File: src/rtl/clk_div_pkg.sv
// Shared constants and types for the clock divider bank.
package clk_div_pkg;

    localparam int unsigned DIV_W_DEF = 16;
    localparam int unsigned MIN_DIV   = 2;
    localparam int unsigned CFG_CH_W  = 4;
    localparam int unsigned MAX_CH    = 16;

    typedef logic [DIV_W_DEF-1:0] div_t;

endpackage

File: src/rtl/clk_div_channel.sv
// One divider channel: period counter, active/pending divisor, square wave and tick.
module clk_div_channel #(
    parameter int unsigned DIV_W   = 16,
    parameter int unsigned DEF_DIV = 2
) (
    input  logic             clk_in,
    input  logic             reset,
    input  logic             en,
    input  logic             sync,
    input  logic             wr,
    input  logic [DIV_W-1:0] wr_div,
    output logic             pend_valid,
    output logic             clk_out,
    output logic             tick
);

    localparam int unsigned CW = DIV_W + 1;

    logic [DIV_W-1:0] cnt;
    logic [DIV_W-1:0] div;
    logic [DIV_W-1:0] pend_div;
    logic             last;
    logic             commit;
    logic [CW-1:0]    cnt_inc;
    logic [CW-1:0]    high_len;

    // High phase length is ceil(div/2); widened so the maximum divisor cannot overflow.
    always_comb begin
        last     = (cnt == div - DIV_W'(1));
        commit   = sync || !en || last;
        cnt_inc  = {1'b0, cnt} + CW'(1);
        high_len = ({1'b0, div} + CW'(1)) >> 1;
    end

    always_ff @(posedge clk_in) begin
        if (reset) begin
            cnt        <= DIV_W'(DEF_DIV - 1);
            div        <= DIV_W'(DEF_DIV);
            pend_div   <= '0;
            pend_valid <= 1'b0;
            clk_out    <= 1'b0;
            tick       <= 1'b0;
        end else begin
            // A write arriving while pending is empty always lands in pending first.
            pend_valid <= wr || (pend_valid && !commit);
            if (wr) begin
                pend_div <= wr_div;
            end

            if (sync || !en) begin
                // Park at the last count so the next enabled cycle wraps and rises.
                if (pend_valid) begin
                    div <= pend_div;
                    cnt <= pend_div - DIV_W'(1);
                end else begin
                    cnt <= div - DIV_W'(1);
                end
                clk_out <= 1'b0;
                tick    <= 1'b0;
            end else if (last) begin
                if (pend_valid) begin
                    div <= pend_div;
                end
                cnt     <= '0;
                clk_out <= 1'b1;
                tick    <= 1'b1;
            end else begin
                cnt     <= cnt + DIV_W'(1);
                clk_out <= (cnt_inc < high_len);
                tick    <= 1'b0;
            end
        end
    end

endmodule

File: src/rtl/clk_divider_bank.sv
// N-channel programmable clock divider with a shared re-phase pulse and divisor write port.
module clk_divider_bank
    import clk_div_pkg::*;
#(
    parameter int unsigned N_CH    = 4,
    parameter int unsigned DIV_W   = DIV_W_DEF,
    parameter int unsigned DEF_DIV = 2
) (
    input  logic                clk_in,
    input  logic                reset,
    input  logic [N_CH-1:0]     ch_en,
    input  logic                sync,
    input  logic                cfg_valid,
    input  logic [CFG_CH_W-1:0] cfg_ch,
    input  logic [DIV_W-1:0]    cfg_div,
    output logic                cfg_ready,
    output logic                cfg_err,
    output logic [N_CH-1:0]     clk_out,
    output logic [N_CH-1:0]     tick
);

    logic [N_CH-1:0]   pend_valid;
    logic [MAX_CH-1:0] pend_pad;
    logic              accept;
    logic              cfg_ok;

    // Out-of-range channel indices read a zero pad bit, so they are always accepted.
    always_comb begin
        pend_pad  = MAX_CH'(pend_valid);
        cfg_ready = !pend_pad[cfg_ch];
        accept    = cfg_valid && cfg_ready;
        cfg_ok    = (cfg_div >= DIV_W'(MIN_DIV)) &&
                    ({1'b0, cfg_ch} < (CFG_CH_W + 1)'(N_CH));
    end

    always_ff @(posedge clk_in) begin
        if (reset) begin
            cfg_err <= 1'b0;
        end else begin
            cfg_err <= accept && !cfg_ok;
        end
    end

    for (genvar i = 0; i < N_CH; i++) begin : g_ch
        logic wr;
        assign wr = accept && cfg_ok && (cfg_ch == CFG_CH_W'(i));

        clk_div_channel #(
            .DIV_W   (DIV_W),
            .DEF_DIV (DEF_DIV)
        ) u_ch (
            .clk_in     (clk_in),
            .reset      (reset),
            .en         (ch_en[i]),
            .sync       (sync),
            .wr         (wr),
            .wr_div     (cfg_div),
            .pend_valid (pend_valid[i]),
            .clk_out    (clk_out[i]),
            .tick       (tick[i])
        );
    end

endmodule

File: config.mk
export PLATFORM = sky130hd
export DESIGN_NAME = clk_divider_bank
export DESIGN_NICKNAME = d
export VERILOG_FILES = /design/src/rtl/clk_div_pkg.sv /design/src/rtl/clk_div_channel.sv /design/src/rtl/clk_divider_bank.sv
export SDC_FILE = /design/constraint.sdc
export NUM_CORES = 1
export LEC_CHECK = 0
export ABC_AREA = 1
export CAP_MARGIN = 15
export CORE_ASPECT_RATIO = 1.2
export CORE_MARGIN = 8
export CORE_UTILIZATION = 50
export DETAILED_ROUTE_END_ITERATION = 10
export GPL_TIMING_DRIVEN = 0
export PLACE_DENSITY = 0.68
export SETUP_SLACK_MARGIN = 0.15
export SLEW_MARGIN = 20
export SYNTH_ARGS = -nofsm -noshare
export SYNTH_HDL_FRONTEND = slang
export SYNTH_SLANG_ARGS = --single-unit
export TNS_END_PERCENT = 50
File: constraint.sdc
create_clock -name clk_in -period 3.7 [get_ports clk_in]
set_clock_uncertainty 0.1 [all_clocks]
set_input_delay 1.11 -clock clk_in [delete_from_list [all_inputs] [get_ports clk_in]]
set_output_delay 1.11 -clock clk_in [all_outputs]
set_load 0.005 [all_outputs]
==> results of run 1 <==
[cells in the mapped netlist (7+ instances only)]
cell type / count / area, sq um
a21oi_1: 234 / 1170
buf_1: 13 / 48.8
buf_2: 14 / 70.1
buf_4: 13 / 97.6
buf_6: 14 / 158
clkbuf_1: 66 / 248
clkinv_1: 7 / 26.3
dfxtp_1: 205 / 4100
ha_1: 76 / 951
inv_1: 278 / 1040
nand2_1: 583 / 2190
nand2_2: 14 / 87.6
nand3_1: 369 / 1850
nand4_1: 25 / 156
nor2_1: 216 / 811
nor2_2: 23 / 144
nor2_4: 12 / 135
nor3_1: 48 / 240
nor4_1: 9 / 56.3
o211ai_1: 35 / 263
o21ai_0: 117 / 586
o221ai_1: 8 / 70.1
xor2_1: 109 / 955
[flip-flops by register name, summed over array words and instances (netlist names)]
name	cells
g_ch.u_ch.clk_out	4
g_ch.u_ch.cnt	64
g_ch.u_ch.div	64
g_ch.u_ch.pend_valid	4
g_ch.u_ch.pend_div	64
g_ch.u_ch.tick	4
cfg_err	1
[through the flow]
| step | cells | util | power, mW |
|---|---|---|---|
| after floorplan | 2563 | - | 3.15 |
| after global placement | 3007 | 0.531 | 3.52 |
| after detailed placement | 3007 | 0.531 | 3.53 |
| after CTS | 3053 | 0.558 | 6.14 |
| after global routing | 3053 | 0.560 | 6.39 |
| final | 3053 | 0.560 | 6.12 |
[repair_timing]
item | CTS | global route
endpoints found under the setup margin | 1 | 4
pin swaps | 3 | 0
resized for setup | 8 | 10
[per-layer routing]
| metal | up-vias | part of all wire | GRT usage |
|---|---|---|---|
| li1 | 8584 | - | - |
| met5 | - | 0 | 0 |
| met4 | 0 | 0.044 | 0.126 |
| met1 | 7866 | 0.43 | 0.320 |
| met3 | 140 | 0.062 | 0.0344 |
| met2 | 523 | 0.46 | 0.459 |
[cell type report]
cell class	instances	area, sq um	share of cell area
Clock buffer	34	719	0.0402
Sequential cell	205	4100	0.229
Timing Repair Buffer	37	372	0.0207
Inverter	290	1090	0.0608
Buffer	120	622	0.0347
Clock inverter	12	149	0.00831
Tap cell	407	509	0.0284
Multi-Input combinational cell	1948	10300	0.578
[worst max-delay path, cell delays in order]
cell and delay, ps:
clkdlybuf4s15_2 230, nor2_1 170, a22oi_1 120, o211ai_1 240
nand2_1 100, dlygate4sd2_1 270
[cells by family (layout without fill, tap and decap cells)]
family | Yosys count | after routing | share of synthesized area
buffers and inverters | 410 | 493 | 0.106
DFF | 205 | 205 | 0.255
xor gates and xnor gates | 116 | 116 | 0.0656
AOI/OAI and AO/OA | 426 | 426 | 0.144
adders and majority gates | 76 | 76 | 0.0590
and+or+nand+nor | 1330 | 1330 | 0.371
[power by group]
part,internal (mW),leakage (nW),switching [mW]
Sequential,2.26,1.66,0.0464
Clock,1.57,0.418,1.05
Combinational,0.399,5.84,0.795
Total,4.23,7.92,1.89
[worst max path at each step]
| stage | start | end | slack, ps | cells after the start |
|---|---|---|---|---|
| floorplan | cfg_ch[0] | cfg_ready | 960 | 5 |
| global placement | cfg_ch[1] | cfg_ready | -300 | 6 |
| detailed placement | cfg_ch[1] | cfg_ready | -320 | 6 |
| CTS | g_ch[1].u_ch.div[0] | g_ch[1].u_ch.clk_out | 160 | 17 |
| global route | g_ch[0].u_ch.div[0] | g_ch[0].u_ch.clk_out | 80 | 21 |
| finish | cfg_ch[0] | cfg_ready | 240 | 6 |
==> Implementation_results.wiki, run 1 <==
{| class="wikitable"
! Metric !! Value
|-
| Reg2Reg Depth || 21
|-
| Area of the core region || roughly 32000 sq um
|-
| Synthesized net count || about 2.7k
|-
| Global-route wire length before repair || ~83 mm
|-
| Number of enable flip-flop cells after synthesis || 0
|-
| Transition time of the tightest slew-check pin || slightly below 1000 ps
|-
| Placement-stage worst setup slack || -319 ps
|-
| Maximum fanout encountered on the critical timing path || 3
|-
| Number of buffers created by CTS || 25
|-
| Average wire per cell in the routed design || between 15 and 20 um
|-
| Avg Inst Size Synth || around 6.3 sq um
|-
| DR vias || between 15k and 20k
|-
| Least setup slack across all paths after layout || approximately 240 ps
|-
| Worst R2R End || g_ch[0].u_ch.clk_out
|-
| Tightest slew margin relative to the limit || 0.354
|-
| Number of port buffers || 37
|-
| Post-route setup TNS || 0 ps
|-
| Post-detailed-route via-to-cell ratio || roughly 5.6
|-
| CTS Hold Bufs || 0
|-
| Unique cell type count in the Yosys netlist || 47
|-
| Highest attainable clock frequency || approximately 290 MHz
|-
| Largest net degree at the start of global routing || 13
|-
| MaxCap Viol Count || 0
|-
| Placed wire-length estimate || ~40 mm
|-
| Maximum level of the CTS H-tree || 1
|-
| Latest clock arrival within the worst-skew pair || around 560 ps
|-
| Endpoint type of the worst setup path || output port
|-
| Worst supply voltage drop on vdd || around 0.31 mV
|-
| Initial antenna violation count || 0
|-
| Data arrival time at the worst-slack endpoint || 2250 ps
|-
| GRT Total Usage || 0.264
|-
| Width of the die || 180 um
|-
| Hold Vio Cnt, Final || 0
|-
| Setup Fix Bufs, Post-CTS || 0
|-
| DRC violation total after the first TritonRoute iteration || 1191
|-
| Number of iterations in the first detailed-routing pass || 7
|-
| Flop-to-flop setup slack || between 200 and 300 ps
|-
| Yosys warning count || 0
|-
| Fillcell total || about 3.2k
|-
| Clock edge transition at the registers on the reported setup and hold paths || 60 ps
|-
| Area delta synth->final || 11.2%
|-
| Number of diodes added for antenna fixing || 0
|-
| Origin of the critical flop-to-flop path || g_ch[0].u_ch.div[0]
|-
| WHS Path Cells || 2
|-
| Clock sinks || between 200 and 250
|-
| Area of the die || about 38000 sq um
|-
| Ys async rst share || 0
|-
| Seq cells post-synth || ~210
|-
| Data required time of the worst path || between 2000 and 2500 ps
|-
| Leading cell type in the layout, fill and taps excluded || nand2_1
|-
| Placed Instance Area || approximately 17000 sq um
|-
| Final Instance Area || roughly 18000 sq um
|-
| I/O pin total || 38
|-
| Initial standard-cell utilization of the core || 0.504
|-
| Leak pwr || 7.92 nW
|-
| Count of standard-cell rows || 72
|-
| Max Buffers Root-to-Sink || 3
|-
| RSZ-0062 raised after global routing || yes
|-
| Worst hold slack across all endpoints || between 300 and 400 ps
|-
| Root cell of the clock tree || clkbuf_16
|-
| Final Wtd Congestion || around 0.96
|-
| Startpoint type of the worst setup path || primary input
|-
| Result of the run || completed
|-
| Worst hold path class || flop to flop
|-
| Count of nets left with antenna violations after detail routing || 0
|-
| Final count of pins violating max slew || 0
|-
| Time the worst path needs with I/O delays and setup || roughly 3500 ps
|-
| Overflow left after global routing || 0
|-
| Total Wirelength || 51.1 mm
|-
| Share of the cycle needed by the critical path after routing || 0.935
|-
| WS Path Type || primary input to output port
|-
| CTS tree || built
|-
| Endpoints failing setup || 0
|-
| Beginning of the worst hold path || g_ch[1].u_ch.pend_div[10]
|-
| DRC violations left || 0
|-
| Prevailing post-synth register cell || dfxtp_1
|-
| Via count of the first global-routing pass || ~16k
|-
| Number of instances in the synthesized netlist || 2563
|-
| Die Ht || between 200 and 250 um
|-
| Share of layout cells above drive strength 1 || 0.0631
|-
| Final net count || about 2.7k
|-
| Seq/Total Area, Yosys || 0.255
|-
| Highest-count cells in the layout ignoring fill and taps || nand2_1, nand3_1, inv_1, a21oi_1, nor2_1
|-
| Mapped Area || 16100 sq um
|-
| Power density over cell area || around 340 nW/um^2
|-
| Hold Path End || g_ch[1].u_ch.pend_div[10]
|}
Power figures use the tool's default switching activity.
==> run 2, diff against run 1 <==
--- a/config.mk
+++ b/config.mk
@@ -7,12 +7,14 @@
 export LEC_CHECK = 0
 export ABC_AREA = 1
 export CAP_MARGIN = 15
+export CELL_PAD_IN_SITES_DETAIL_PLACEMENT = 0
+export CELL_PAD_IN_SITES_GLOBAL_PLACEMENT = 1
 export CORE_ASPECT_RATIO = 1.2
 export CORE_MARGIN = 8
-export CORE_UTILIZATION = 50
+export CORE_UTILIZATION = 45
 export DETAILED_ROUTE_END_ITERATION = 10
 export GPL_TIMING_DRIVEN = 0
-export PLACE_DENSITY = 0.68
+export PLACE_DENSITY = 0.82
 export SETUP_SLACK_MARGIN = 0.15
 export SLEW_MARGIN = 20
 export SYNTH_ARGS = -nofsm -noshare
==> Implementation_results.wiki, run 2 (synthesis gave the netlist of run 1 again) <==
{| class="wikitable"
! Metric !! Value
|-
| Latest clock arrival within the worst-skew pair || roughly 550 ps
|-
| Total Wirelength || about 54 mm
|-
| RSZ-0062 raised after global routing || yes
|-
| Count of standard-cell rows || 76
|-
| Power density over cell area || around 340 nW/um^2
|-
| Origin of the critical flop-to-flop path || g_ch[3].u_ch.cnt[0]
|-
| Die Ht || 223 um
|-
| Least setup slack across all paths after layout || about 240 ps
|-
| Tightest slew margin relative to the limit || 0.333
|-
| Share of the cycle needed by the critical path after routing || 0.936
|-
| Final Wtd Congestion || slightly above 0.9
|-
| Count of nets left with antenna violations after detail routing || 0
|-
| CTS tree || built
|-
| Root cell of the clock tree || clkbuf_16
|-
| Highest attainable clock frequency || approximately 290 MHz
|-
| Transition time of the tightest slew-check pin || 1000 ps
|-
| Final net count || ~2.7k
|-
| Width of the die || ~190 um
|-
| Placed wire-length estimate || ~42 mm
|-
| Worst hold path class || flop to flop
|-
| Startpoint type of the worst setup path || primary input
|-
| Endpoints failing setup || 0
|-
| Placement-stage worst setup slack || -345 ps
|-
| Global-route wire length before repair || roughly 86 mm
|-
| Largest net degree at the start of global routing || 14
|-
| Initial antenna violation count || 0
|-
| Fillcell total || about 3.8k
|-
| Average wire per cell in the routed design || roughly 17 um
|-
| Hold Vio Cnt, Final || 0
|-
| DR vias || around 17k
|-
| Cell family with the largest share of critical-path delay || buffers and inverters
|-
| Number of diodes added for antenna fixing || 0
|-
| Clock sinks || roughly 210
|-
| I/O pin total || 38
|-
| Number of iterations in the first detailed-routing pass || 5
|-
| Start point of the critical path || cfg_ch[0]
|-
| Area of the die || around 42000 sq um
|-
| GRT Total Usage || 0.251
|-
| Max incr delay on CP || ~270 ps
|-
| Leak pwr || ~7.9 nW
|-
| Area delta synth->final || 11.5%
|-
| Data arrival time at the worst-slack endpoint || 2250 ps
|-
| Share of layout cells above drive strength 1 || 0.0654
|-
| Maximum level of the CTS H-tree || 1
|-
| Number of port buffers || 37
|-
| DRC violations left || 0
|-
| Final count of pins violating max slew || 0
|-
| Post-route setup TNS || 0 ps
|-
| Total Power || ~6 mW
|-
| Flop-to-flop setup slack || about 480 ps
|-
| Max Buffers Root-to-Sink || 3
|-
| WS Path Type || primary input to output port
|-
| Via count of the first global-routing pass || 16.6k
|-
| Leading cell type in the layout, fill and taps excluded || nand2_1
|-
| Beginning of the worst hold path || g_ch[1].u_ch.pend_div[10]
|-
| Highest-count cells in the layout ignoring fill and taps || nand2_1, nand3_1, inv_1, a21oi_1, nor2_1
|-
| Slowest cell on the critical path || dlygate4sd2_1
|-
| MaxCap Viol Count || 0
|-
| Area of the core region || 35600 sq um
|-
| Initial standard-cell utilization of the core || 0.453
|-
| Overflow left after global routing || 0
|-
| Maximum fanout encountered on the critical timing path || 3
|-
| Final Instance Area || 18000 sq um
|-
| Endpoint type of the worst setup path || output port
|-
| Placed Instance Area || between 15000 and 20000 sq um
|-
| Buf+Inv Stages, Crit Path || 3
|-
| CTS Hold Bufs || 0
|-
| Time the worst path needs with I/O delays and setup || 3460 ps
|-
| Data required time of the worst path || ~2500 ps
|-
| Post-detailed-route via-to-cell ratio || around 5.5
|-
| Largest registers ranked by flip-flop count || g_ch.u_ch.cnt x64, g_ch.u_ch.div x64, g_ch.u_ch.pend_div x64
|-
| Result of the run || completed
|-
| Critical-path cell list || clkdlybuf4s15_2 -> inv_2 -> nor2_1 -> a22oi_1 -> o211ai_1 -> nand2_1 -> dlygate4sd2_1
|-
| DRC violation total after the first TritonRoute iteration || ~1.1k
|-
| Clock edge transition at the registers on the reported setup and hold paths || roughly 60 ps
|-
| Number of buffers created by CTS || 25
|-
| Worst supply voltage drop on vdd || roughly 0.29 mV
|}
run 2: cell types whose count changed in the layout (fill, tap and decap cells not counted):
cell and delta:
nor3_1 -7, nor3_2 +7, clkbuf_8 -2, clkinv_2 +2
buf_4 +1, bufinv_16 -1, clkbuf_1 +1, clkinv_4 +1
clkinvlp_4 -1, inv_6 -1, nand3_1 -1, nand3_2 +1
nor4b_1 +1, nor4b_4 -1
run 2: path summary, 6_finish.rpt:
path / depth (start not counted) / endpoint
hold reg to reg: 2 / g_ch[1].u_ch.pend_div[10]
hold / removal: 2 / g_ch[1].u_ch.pend_div[10]
setup / recovery: 7 / cfg_ready
setup reg to reg: 19 / g_ch[3].u_ch.clk_out
run 2: cell type report:
class                   instances  area (sq um)  area share
clock inverters                12           121     0.00675
plain buffers                 120           622      0.0346
multi-input cells            1948         10400       0.577
flip-flops and latches        205          4100       0.228
clock buffers                  33           696      0.0387
well taps                     468           586      0.0326
repair buffers                 38           379      0.0211
inverters                     290          1090      0.0606
run 2: what timing repair did:
action	in CTS	in global routing
setup endpoints to repair	1	5
setup buffers	1	0
gates resized for setup	8	16
cloned	0	0
pin swaps	2	0
run 2: per-layer routing:
layer	vias to the layer above	global-route usage	part of all wire
li1	8599	-	-
met5	-	0	0
met4	0	0.112	0.044
met2	464	0.431	0.47
met1	7842	0.311	0.43
met3	119	0.0314	0.053
run 2: per-stage QoR:
stage / hold WS [ps] / util / instances
detailed placement: 384 / 0.480 / 3068
global route: 432 / 0.505 / 3114
global placement: 380 / 0.480 / 3068
floorplan: 354 / - / 2563
CTS: 392 / 0.503 / 3114
finish: 395 / 0.505 / 3114
run 2: where the power goes:
part | internal [mW] | total [mW] | switching, mW | leakage (nW)
clock network | 1.46 | 2.53 | 1.07 | 0.398
logic | 0.398 | 1.20 | 0.801 | 5.84
registers | 2.26 | 2.31 | 0.0465 | 1.66
run 2: worst register-to-register path: stages (launching register included):
cell	delay, ps
dfxtp_1	450
ha_1	240
nand3_1	130
inv_1	100
nand4_1	130
nor2_2	260
inv_1	70
nor2_1	150
nand2_1	120
nor2_1	130
xor2_1	250
ha_1	200
nand2_1	50
inv_1	40
nand3_1	120
nor3_2	210
o21a_1	160
nor2_1	40
nand3_1	80
nand2_1	80
